[config.mk]
export PLATFORM = sky130hd
export DESIGN_NAME = lsu_mem_ctrl
export DESIGN_NICKNAME = d
export VERILOG_FILES = /design/src/rtl/lsu_mem_ctrl.sv
export SDC_FILE = /design/constraint.sdc
export NUM_CORES = 1
export LEC_CHECK = 0
export BUFFER_PORTS_ARGS = -buffer_cell sky130_fd_sc_hd__buf_2
export CAP_MARGIN = 30
export CORE_MARGIN = 2
export CORE_UTILIZATION = 45
export CTS_CLUSTER_DIAMETER = 40
export DETAILED_ROUTE_END_ITERATION = 10
export GPL_TIMING_DRIVEN = 0
export HOLD_SLACK_MARGIN = 0.12
export PLACE_DENSITY = 0.68
export SLEW_MARGIN = 20
export SYNTH_ARGS = -nofsm -noshare
export SYNTH_HDL_FRONTEND = slang
export SYNTH_SLANG_ARGS = --single-unit
[constraint.sdc]
create_clock -name clk -period 3.15 [get_ports clk]
set_input_delay 0.63 -clock clk [delete_from_list [all_inputs] [get_ports clk]]
set_output_delay 0.63 -clock clk [all_outputs]
set_load 0.02 [all_outputs]
[src/rtl/lsu_mem_ctrl.sv]
// lsu_mem_ctrl: load/store controller between the CPU memory stage and a
// word-wide synchronous data RAM. One request per transaction; performs a
// word read, a word write or a sub-word read-modify-write, and answers with
// a one-cycle response pulse (load data or fault).
// Optional build macro: LSU_ALIGN_CHECK_EN (enables misalignment faults).
module lsu_mem_ctrl #(
    parameter int ADDR_W = 11
) (
    input  logic              clk,
    input  logic              rst_n,
    input  logic              req_valid,
    output logic              req_ready,
    input  logic              req_write,
    input  logic [1:0]        req_size,
    input  logic              req_unsigned,
    input  logic [1:0]        req_offset,
    input  logic [ADDR_W-1:0] req_paddr,
    input  logic              req_invalid,
    input  logic [31:0]       req_wdata,
    output logic              ram_en,
    output logic              ram_we,
    output logic [ADDR_W-1:0] ram_addr,
    output logic [31:0]       ram_wdata,
    input  logic [31:0]       ram_rdata,
    output logic              resp_valid,
    output logic              resp_fault,
    output logic [31:0]       resp_rdata
);

    typedef enum logic [2:0] {
        S_IDLE  = 3'd0,
        S_READ  = 3'd1,
        S_WAIT  = 3'd2,
        S_WRITE = 3'd3,
        S_RESP  = 3'd4
    } state_t;

    state_t              r_state;
    logic                r_write;
    logic [1:0]          r_size;
    logic                r_unsigned;
    logic [1:0]          r_offset;
    logic [31:0]         r_wdata;
    logic                r_ram_en;
    logic                r_ram_we;
    logic [ADDR_W-1:0]   r_ram_addr;
    logic [31:0]         r_ram_wdata;
    logic                r_resp_valid;
    logic                r_resp_fault;
    logic [31:0]         r_resp_rdata;
    logic                w_fault;

    // Shift the addressed lane of a RAM word down to bit 0 and extend it.
    function automatic logic [31:0] load_fmt(input logic [31:0] d, input logic [1:0] sz,
                                             input logic [1:0] off, input logic uns);
        logic [7:0]  b;
        logic [15:0] h;
        logic [31:0] res;
        b = d[{off, 3'b000} +: 8];
        h = off[1] ? d[31:16] : d[15:0];
        case (sz)
            2'b00:   res = uns ? {24'd0, b} : {{24{b[7]}}, b};
            2'b01:   res = uns ? {16'd0, h} : {{16{h[15]}}, h};
            default: res = d;
        endcase
        return res;
    endfunction

    // Replace only the addressed lane of the old RAM word with store data.
    function automatic logic [31:0] store_merge(input logic [31:0] old, input logic [31:0] wd,
                                                input logic [1:0] sz, input logic [1:0] off);
        logic [31:0] res;
        res = old;
        case (sz)
            2'b00: res[{off, 3'b000} +: 8] = wd[7:0];
            2'b01: begin
                if (off[1]) begin
                    res[31:16] = wd[15:0];
                end else begin
                    res[15:0] = wd[15:0];
                end
            end
            default: res = wd;
        endcase
        return res;
    endfunction

    // Decide whether the presented request faults (bad address, reserved size, misalignment).
    always_comb begin
        w_fault = 1'b0;
        if (req_invalid || (req_size == 2'b11)) begin
            w_fault = 1'b1;
        end else begin
`ifdef LSU_ALIGN_CHECK_EN
            if ((req_size == 2'b01) && req_offset[0]) begin
                w_fault = 1'b1;
            end else if ((req_size == 2'b10) && (req_offset != 2'b00)) begin
                w_fault = 1'b1;
            end else begin
                w_fault = 1'b0;
            end
`else
            w_fault = 1'b0;
`endif
        end
    end

    // Transaction FSM: captures the request and produces all registered RAM/response outputs.
    always_ff @(posedge clk or negedge rst_n) begin
        if (!rst_n) begin
            r_state      <= S_IDLE;
            r_write      <= 1'b0;
            r_size       <= 2'b00;
            r_unsigned   <= 1'b0;
            r_offset     <= 2'b00;
            r_wdata      <= 32'd0;
            r_ram_en     <= 1'b0;
            r_ram_we     <= 1'b0;
            r_ram_addr   <= '0;
            r_ram_wdata  <= 32'd0;
            r_resp_valid <= 1'b0;
            r_resp_fault <= 1'b0;
            r_resp_rdata <= 32'd0;
        end else begin
            r_ram_en     <= 1'b0;
            r_ram_we     <= 1'b0;
            r_resp_valid <= 1'b0;
            r_resp_fault <= 1'b0;
            case (r_state)
                S_IDLE: begin
                    if (req_valid) begin
                        r_write    <= req_write;
                        r_size     <= req_size;
                        r_unsigned <= req_unsigned;
                        r_offset   <= req_offset;
                        r_wdata    <= req_wdata;
                        if (w_fault) begin
                            r_state      <= S_RESP;
                            r_resp_valid <= 1'b1;
                            r_resp_fault <= 1'b1;
                        end else if (req_write && (req_size == 2'b10)) begin
                            r_state     <= S_WRITE;
                            r_ram_en    <= 1'b1;
                            r_ram_we    <= 1'b1;
                            r_ram_addr  <= req_paddr;
                            r_ram_wdata <= req_wdata;
                        end else begin
                            r_state    <= S_READ;
                            r_ram_en   <= 1'b1;
                            r_ram_addr <= req_paddr;
                        end
                    end
                end
                S_READ: begin
                    r_state <= S_WAIT;
                end
                S_WAIT: begin
                    if (r_write) begin
                        r_state     <= S_WRITE;
                        r_ram_en    <= 1'b1;
                        r_ram_we    <= 1'b1;
                        r_ram_wdata <= store_merge(ram_rdata, r_wdata, r_size, r_offset);
                    end else begin
                        r_state      <= S_RESP;
                        r_resp_valid <= 1'b1;
                        r_resp_rdata <= load_fmt(ram_rdata, r_size, r_offset, r_unsigned);
                    end
                end
                S_WRITE: begin
                    r_state      <= S_RESP;
                    r_resp_valid <= 1'b1;
                end
                S_RESP: begin
                    r_state <= S_IDLE;
                end
                default: begin
                    r_state <= S_IDLE;
                end
            endcase
        end
    end

    assign req_ready  = (r_state == S_IDLE);
    assign ram_en     = r_ram_en;
    assign ram_we     = r_ram_we;
    assign ram_addr   = r_ram_addr;
    assign ram_wdata  = r_ram_wdata;
    assign resp_valid = r_resp_valid;
    assign resp_fault = r_resp_fault;
    assign resp_rdata = r_resp_rdata;

endmodule

# Word level (Yosys, flattened, before mapping)

Cells that the tools add are included.
W data, S select, Z words.

Add/subtract/negate cells: 1
Equality and inequality tests: 10
Shift-type cells: 3
Mux-type cells: 32
Bitwise operators: 2
Reductions and logical operators: 9

Operators by type and width:

| cell                     | number |
|---|---|
| $mux W32                 | 6 |
| $pmux W32 S2             | 3 |
| $mux W16                 | 3 |
| $bwmux W32               | 1 |
| $shift A8 B7 Y32 const A | 1 |
| $shiftx A32 B6 Y8        | 1 |
| $shiftx A8 B7 Y32        | 1 |
| $pmux W3 S4              | 1 |
| $mux W1                  | 11 |
| $mux W3                  | 3 |
| $neg A5 Y7               | 1 |
| $eq A3 B2 Y1 const B     | 2 |
| $ne A2 B2 Y1 const B     | 3 |
| $reduce_and A5 Y1        | 1 |
| $eq A2 B2 Y1 const B     | 2 |
| $pmux W1 S2              | 2 |
| $reduce_and A2 Y1        | 2 |
| $eq A3 B1 Y1 const B     | 1 |
| $logic_not A3 Y1         | 1 |
| $pmux W1 S3              | 1 |
| $reduce_and A3 Y1        | 1 |
| $eq A2 B1 Y1 const B     | 1 |
| $logic_not A2 Y1         | 1 |
| $mux W2                  | 1 |
| other kinds (5)          | 6 |

Flip-flop bits (word level): 120
Input bits: 85
Output and inout bits: 80
Logic and storage cells: 70

# Depth between registers and ports, before layout

Gate-level depths: netlist of run 1.

Word-level depth: 6
Depth in mapped cells: 10

# Worst setup path after synthesis of run 1

Ideal clock, no wire load.

Kind: register to register
Start point: reg r_offset[1]
End point: reg r_ram_wdata[10], in the netlist ram_wdata[10]
Data arrival time: 2.405 ns
Setup slack: 0.680 ns
Stages on the path, launching flop included: 11
Path buffers: 4
Period minus slack after synthesis: 2.470 ns
Cell sequence: dfrtp_1 -> buf_2 -> buf_2 -> buf_2 -> inv_1 -> ha_1 -> nor4_2 -> buf_2 -> nand3_1 -> a311oi_1 -> a21o_1

Longest elaborated chain between the ends: 6
Elaborated cells on any way between the ends: 8
Classes of those cells: add/sub (1); shift (2); mux (5)

Ends and longest elaborated chain:

| what                                                         | line | RTL |
|---|---|---|
| from (decl)                                                  | 42   | `logic [1:0] r_offset;` |
| from (signal assigned)                                       | 135  | `r_offset <= req_offset;` |
| $neg A5 Y7                                                   | 75   | `2'b00: res[{off, 3'b000} +: 8] = wd[7:0];` |
| $shiftx A8 B7 Y32 / $shift A8 B7 Y32 (equally long branches) | 75   |  |
| $bwmux W32                                                   | 75   |  |
| $pmux W32 S2 *                                               | 74   | `case (sz)` |
| $mux W32 *                                                   | 158  | `if (r_write) begin` |
| $pmux W32 S2 *                                               | 129  | `case (r_state)` |
| to (signal assigned)                                         | 146  | `r_ram_wdata <= req_wdata;` |
| to (signal assigned)                                         | 162  | `r_ram_wdata <= store_merge(ram_rdata, r_wdata, r_size, r_offset);` |
| to (decl)                                                    | 47   | `logic [31:0] r_ram_wdata;` |

Every way passes the cells marked *; elsewhere a longest branch is shown, timed or not. The select of a mux whose other input is x is not followed.
A chain may end at the register's enable or synchronous reset.

# Worst setup path after layout of run 1

Start point: reg r_offset[1]
End point: reg r_ram_wdata[14], in the netlist ram_wdata[14]

The elaborated chain is that of the path after synthesis.

==> results_dict.tcl, run 1 <==
set metrics [dict create \
    leakage_nw 3.81 \
    syn_nets 741 \
    rsz0062_at_grt "no" \
    nets 926 \
    synth_common_cells "120 x dfrtp_1, 60 x nand2_1, 56 x mux2_2" \
    fin_util 0.587 \
    status "completed" \
    synthCells 651 \
    yosysMostFrequentCell "dfrtp_1" \
    wirelength_um 23600 \
    cts_sinks 120 \
    drtAntennaViolNets 0 \
    fill_cells 1252 \
    hpwlAfterDp_um 17500 \
    port_buffers 164 \
    row_count 43 \
    seq_area_um2 3000 \
    htreeDepth 4 \
    synthTopCellsByArea "dfrtp_1 46%, mux2_2 9.7%, nand3_1 3.8%" \
    finalSetupViolations 0 \
    gp_congestion 0.944 \
    antenna_found_initial 0 \
    cap_violations 0 \
    critPathKind "register to register" \
    yosys_warnings 0 \
    grt_pass1_wl_um 36500 \
    required_ps 3440 \
    r2r-start "r_offset[1]" \
    io_pins 165 \
    start_util 0.465 \
    worst_slew_margin_rel 0.427 \
    die_h_um 124 \
    grt_busiest_layer "met2" \
    stdcell_area_um2 8210 \
    ys_ff_latch 120 \
    areaGrowthSynthToFinish_pct 26.0 \
    syn_avg_cell_area_um2 10.0 \
    netlist_area_um2 6510 \
    crit_fanout 10 \
    grt_pass1_vias 6244 \
    grt.overflow.total 0 \
    grt_util_all_layers 0.305 \
    core_region_area_um2 14000 \
    synthDistinctLibCells 55 \
    async_flop_share 1.00 \
    hp-class "primary input to async pin" \
    antenna_cells 0 \
    end_kind "register" \
    cts_root_buf "clkbuf_16" \
    grtUsageMet3 0.0593 \
    die_x_um 124 \
    crit_arrival_ps 3360 \
    peakVddDrop_v 0.000681 \
    vias 6179 \
    grt_use_met1 0.411 \
    synth_area_leader_cell "dfrtp_1" \
    synth_edf_count 0 \
    skew_ps 7.26 \
    max_freq_mhz 325 \
    numCtsBuffers 17 \
    clk_latency_ps 430 \
    pwr_density_cell_nw_per_um2 1160 \
    slew_viol_final 0 \
    vias_per_cell 6.00 \
    clock_tree.buffer_depth 2 \
    ys_seq_area_frac 0.461 \
    dr.pass1.iters 7 \
    critPathLaunchType "register" \
    p_total_mw 9.50 \
    drtIter0Drc 552 \
    hold_violations 0 \
    rr_endpoint "ram_wdata[14]" \
    period_share 0.976 \
    multiInputGateArea_um2 3240 \
    tightest_slew_ps 857 \
    drive_gt1_frac 0.358 \
    gr-usage-met2 0.490 \
    drt-wirelength-per-cell_um 22.9 \
    hold_buffers 0 \
    rr_worst_depth 10 \
    grt_max_degree 72 \
    die_area_um2 15400 \
    placed_cell_area_um2 7590 \
    fin_setup_tns_ps 0 \
    path_clk_slew_ps 60 \
    synth.top_cell.area_share 0.461 \
    fin_crit_ps 3070 \
    tritoncts "yes" \
    worst-r2r-setup-slack_ps 80 \
    ys.flop_type "dfrtp_1" \
    route.detailed.drc 0 \
]
==> per-stage QoR <==
step / hold slack [ps] / cells / worst slack [ps]
floorplan: 334 / 651 / 680
global placement: 457 / 995 / -298
detailed placement: 462 / 996 / -404
CTS: 158 / 1029 / 161
global route: 188 / 1029 / 20.5
finish: 138 / 1029 / 76.6
==> cell type report <==
cell class | instances | area share
clock buffer | 22 | 0.0578
sequential | 120 | 0.366
inverter | 6 | 0.00274
clock inverter | 10 | 0.0145
buffer | 58 | 0.0320
timing repair buffer | 166 | 0.105
multi-input combinational | 467 | 0.395
tap | 180 | 0.0274
==> worst max path at each step <==
stage,startpoint,to,slack [ps]
2_1_floorplan,r_offset[1],ram_wdata[10],680
6_report,r_offset[1],ram_wdata[14],80
3_5_place_dp,r_offset[1],ram_wdata[10],-400
5_1_grt,r_offset[1],ram_wdata[18],20
4_1_cts,r_offset[1],ram_wdata[6],160
3_3_place_gp,r_offset[1],ram_wdata[10],-300
==> report_power, final <==
group / switching (mW) / total (mW) / internal (mW)
Combinational: 2.92 / 4.67 / 1.75
Clock: 0.731 / 1.96 / 1.23
Sequential: 0.572 / 2.87 / 2.30
Total: 4.22 / 9.50 / 5.28
==> flip-flops by register name (all words and copies together), names as in the netlist, 2 cells and up <==
name	count
r_wdata	32
ram_wdata	32
resp_rdata	32
ram_addr	11
r_state	3
r_offset	2
r_size	2
==> cell families (layout without fill, tap and decap cells) <==
| family | Yosys count | in the layout | share of synthesized area |
|---|---|---|---|
| and+or+nand+nor | 239 | 239 | 0.203 |
| DFF | 120 | 120 | 0.461 |
| AOI/OAI and AO/OA | 157 | 157 | 0.170 |
| muxes | 66 | 66 | 0.112 |
| buffers and inverters | 64 | 262 | 0.0438 |
| adders and majority gates | 5 | 5 | 0.00961 |
==> worst max-delay path, stage by stage (launching register included) <==
cell and delay, ps:
dfrtp_1 380, buf_2 240, buf_2 280, buf_2 320, inv_1 170, ha_1 350
and3_1 240, clkbuf_1 230, a22o_1 240, a221oi_1 370, o31ai_1 120
==> layout by cell type (no fill, tap or decap), types with 5 or more instances in the layout <==
master	count
buf_2	183
dfrtp_1	120
nand2_1	60
mux2_2	56
nand3_1	49
nor2_1	40
a21oi_1	34
o21ai_0	31
clkbuf_1	29
a221oi_1	20
clkbuf_16	17
nor2b_1	14
a22o_1	11
mux2i_1	10
o31ai_1	10
nand3_2	10
nor3b_1	9
and3_1	9
nand3b_1	9
or3b_2	8
a221o_1	8
o32ai_1	7
buf_1	7
and2_1	7
o211ai_1	6
inv_1	6
a311oi_1	6
a21o_1	6
nor3_1	5
o311a_1	5
ha_1	5
==> what timing repair did <==
item	in CTS	in global routing
resized for setup	2	1
setup endpoints to repair	13	1
buffers inserted	1	0
pin swaps	1	0
==> per-layer routing <==
layer / vias up / share of wire
li1: 2782 / -
met1: 3060 / 0.43
met2: 296 / 0.47
met3: 41 / 0.072
met4: 0 / 0.031
met5: - / 0
Note: power is estimated with default switching activity, not from simulation.
==> run 2: changes to the inputs <==
Settings changed: CORE_UTILIZATION 45 to 25, PLACE_DENSITY 0.68 to 0.43.
==> run 2 against run 1 <==
  * Cell count is 15% higher
  * Register-to-register slack gained 160 ps
  * Wire length up 11%
  * Clock-buffer cell count decreased by 5
  * Total power grew 0.64%
  * Worst hold slack got worse by 9.6 ps
  * Sequential share of layout area is 0.91 points lower
  * Largest cell class unchanged
  * Largest power group unchanged
==> results_dict.tcl, run 2 (synthesized netlist as in run 1, its figures left out) <==
set metrics [dict create \
    port_buffers 164 \
    worst_slew_margin_rel 0.423 \
    required_ps 3440 \
    layout_common_cells "181 x buf_2, 120 x dfrtp_1, 60 x nand2_1" \
    intPower_mw 5.24 \
    comb_power_share 0.489 \
    rr_worst_depth 10 \
    power.share.sequential 0.302 \
    skew_ps 10.7 \
    rsz0062_at_grt "no" \
    vias 5997 \
    row_count 59 \
    grt_util_all_layers 0.195 \
    hpwlAfterDp_um 19500 \
    cts_sinks 120 \
    finalSetupViolations 0 \
    grt_use_met1 0.277 \
    p_sw_frac 0.453 \
    clk_latency_ps 430 \
    drtAntennaViolNets 0 \
    grt_pass1_wl_um 38500 \
    hold_violations 0 \
    path_clk_slew_ps 60 \
    critPathLaunchType "register" \
    clock_tree.buffer_depth 2 \
    die_h_um 165 \
    gp_congestion 0.924 \
    peakVddDrop_v 0.000374 \
    period_share 0.926 \
    fill_cells 2749 \
    nets 926 \
    timing.hold.ws_ps 128 \
    pwr_density_cell_nw_per_um2 1140 \
    clkPwrFrac 0.209 \
    status "completed" \
    hp-class "primary input to async pin" \
    leakage_nw 3.81 \
    slew_viol_final 0 \
    drive_gt1_frac 0.362 \
    stdcell_area_um2 8420 \
    areaGrowthSynthToFinish_pct 29.2 \
    crit_arrival_ps 3210 \
    antenna_found_initial 0 \
    core_region_area_um2 25800 \
    start_util 0.252 \
    antenna_cells 0 \
    final_common_cell "buf_2" \
    vias_per_cell 5.07 \
    fin_crit_ps 2920 \
    end_kind "register" \
    crit_fanout 10 \
    gr-usage-met2 0.302 \
    io_pins 165 \
    cts_root_buf "clkbuf_16" \
    tritoncts "yes" \
    numCtsBuffers 17 \
    wirelength_um 26300 \
    grtUsageMet3 0.0367 \
    die_area_um2 27400 \
    htreeDepth 4 \
    critPathKind "register to register" \
    fin_setup_tns_ps 0 \
    p_sw_mw 4.33 \
    fin_util 0.326 \
    dr.pass1.iters 5 \
    max_freq_mhz 343 \
    grt_max_degree 68 \
    grt_busiest_layer "met2" \
    cap_violations 0 \
    die_x_um 165 \
    grt.overflow.total 0 \
    drt-wirelength-per-cell_um 22.2 \
    placed_cell_area_um2 7790 \
    route.detailed.drc 0 \
    grt_pass1_vias 5886 \
    tightest_slew_ps 864 \
    drtIter0Drc 465 \
]
-- run 2: area by class of cell --
cell class / instances / area [um^2] / area share
multi-input cells: 467 / 3250 / 0.386
repair buffers: 166 / 866 / 0.103
well taps: 335 / 419 / 0.0498
clock buffers: 17 / 425 / 0.0506
clock inverters: 15 / 166 / 0.0198
flip-flops and latches: 120 / 3000 / 0.357
plain buffers: 58 / 268 / 0.0318
inverters: 6 / 22.5 / 0.00268
-- run 2: worst max-delay path, stage by stage (launching register included) --
cell      delay, ps
dfrtp_1         380
buf_2           230
clkbuf_4        260
clkbuf_4        270
inv_1           130
ha_1            340
and3b_1         180
clkbuf_1        240
and3_1          260
o32ai_1         380
o21ai_0         130
-- run 2: per-layer routing --
layer,wire (um),vias up,share of wire
met5,0,-,0
met4,575,0,0.022
met3,1290,27,0.049
met2,12100,216,0.46
met1,12400,2982,0.47
li1,-,2772,-
-- run 2: power by group through the flow --
stage / clock network (mW) / registers, mW / logic (mW)
final: 2.00 / 2.89 / 4.68
after global routing: 2.12 / 2.98 / 5.09
after CTS: 2.05 / 2.89 / 4.68
after detailed placement: 0 / 2.90 / 4.64
after global placement: 0 / 2.90 / 4.61
after floorplan: 0 / 3.31 / 2.51
-- run 2: final timing paths --
kind,end,from,slack (ps)
max reg2reg,ram_wdata[18],r_offset[1],230
max in group asynchronous,ram_wdata[3],rst_n,2340
min,ram_wdata[31],rst_n,130
min reg2reg,ram_wdata[27],ram_wdata[27],470
min in group clk,ram_addr[9],req_paddr[9],420
max,ram_wdata[18],r_offset[1],230
-- run 2: per-stage QoR --
stage          total power, mW  worst slack, ps  std cells
5_1_grt                   10.2             24.7       1184
4_1_cts                   9.61             68.3       1184
2_1_floorplan             5.82              680        651
3_3_place_gp              7.51             -361       1150
6_report                  9.56              233       1184
3_5_place_dp              7.54             -392       1151
-- run 2: what timing repair did --
action                                  in CTS  in global routing
endpoints found under the setup margin      11                 15
setup buffers                                1                  0
hold buffers                                 0                  0
pin swaps                                    1                  0
resized for setup                            2                  4
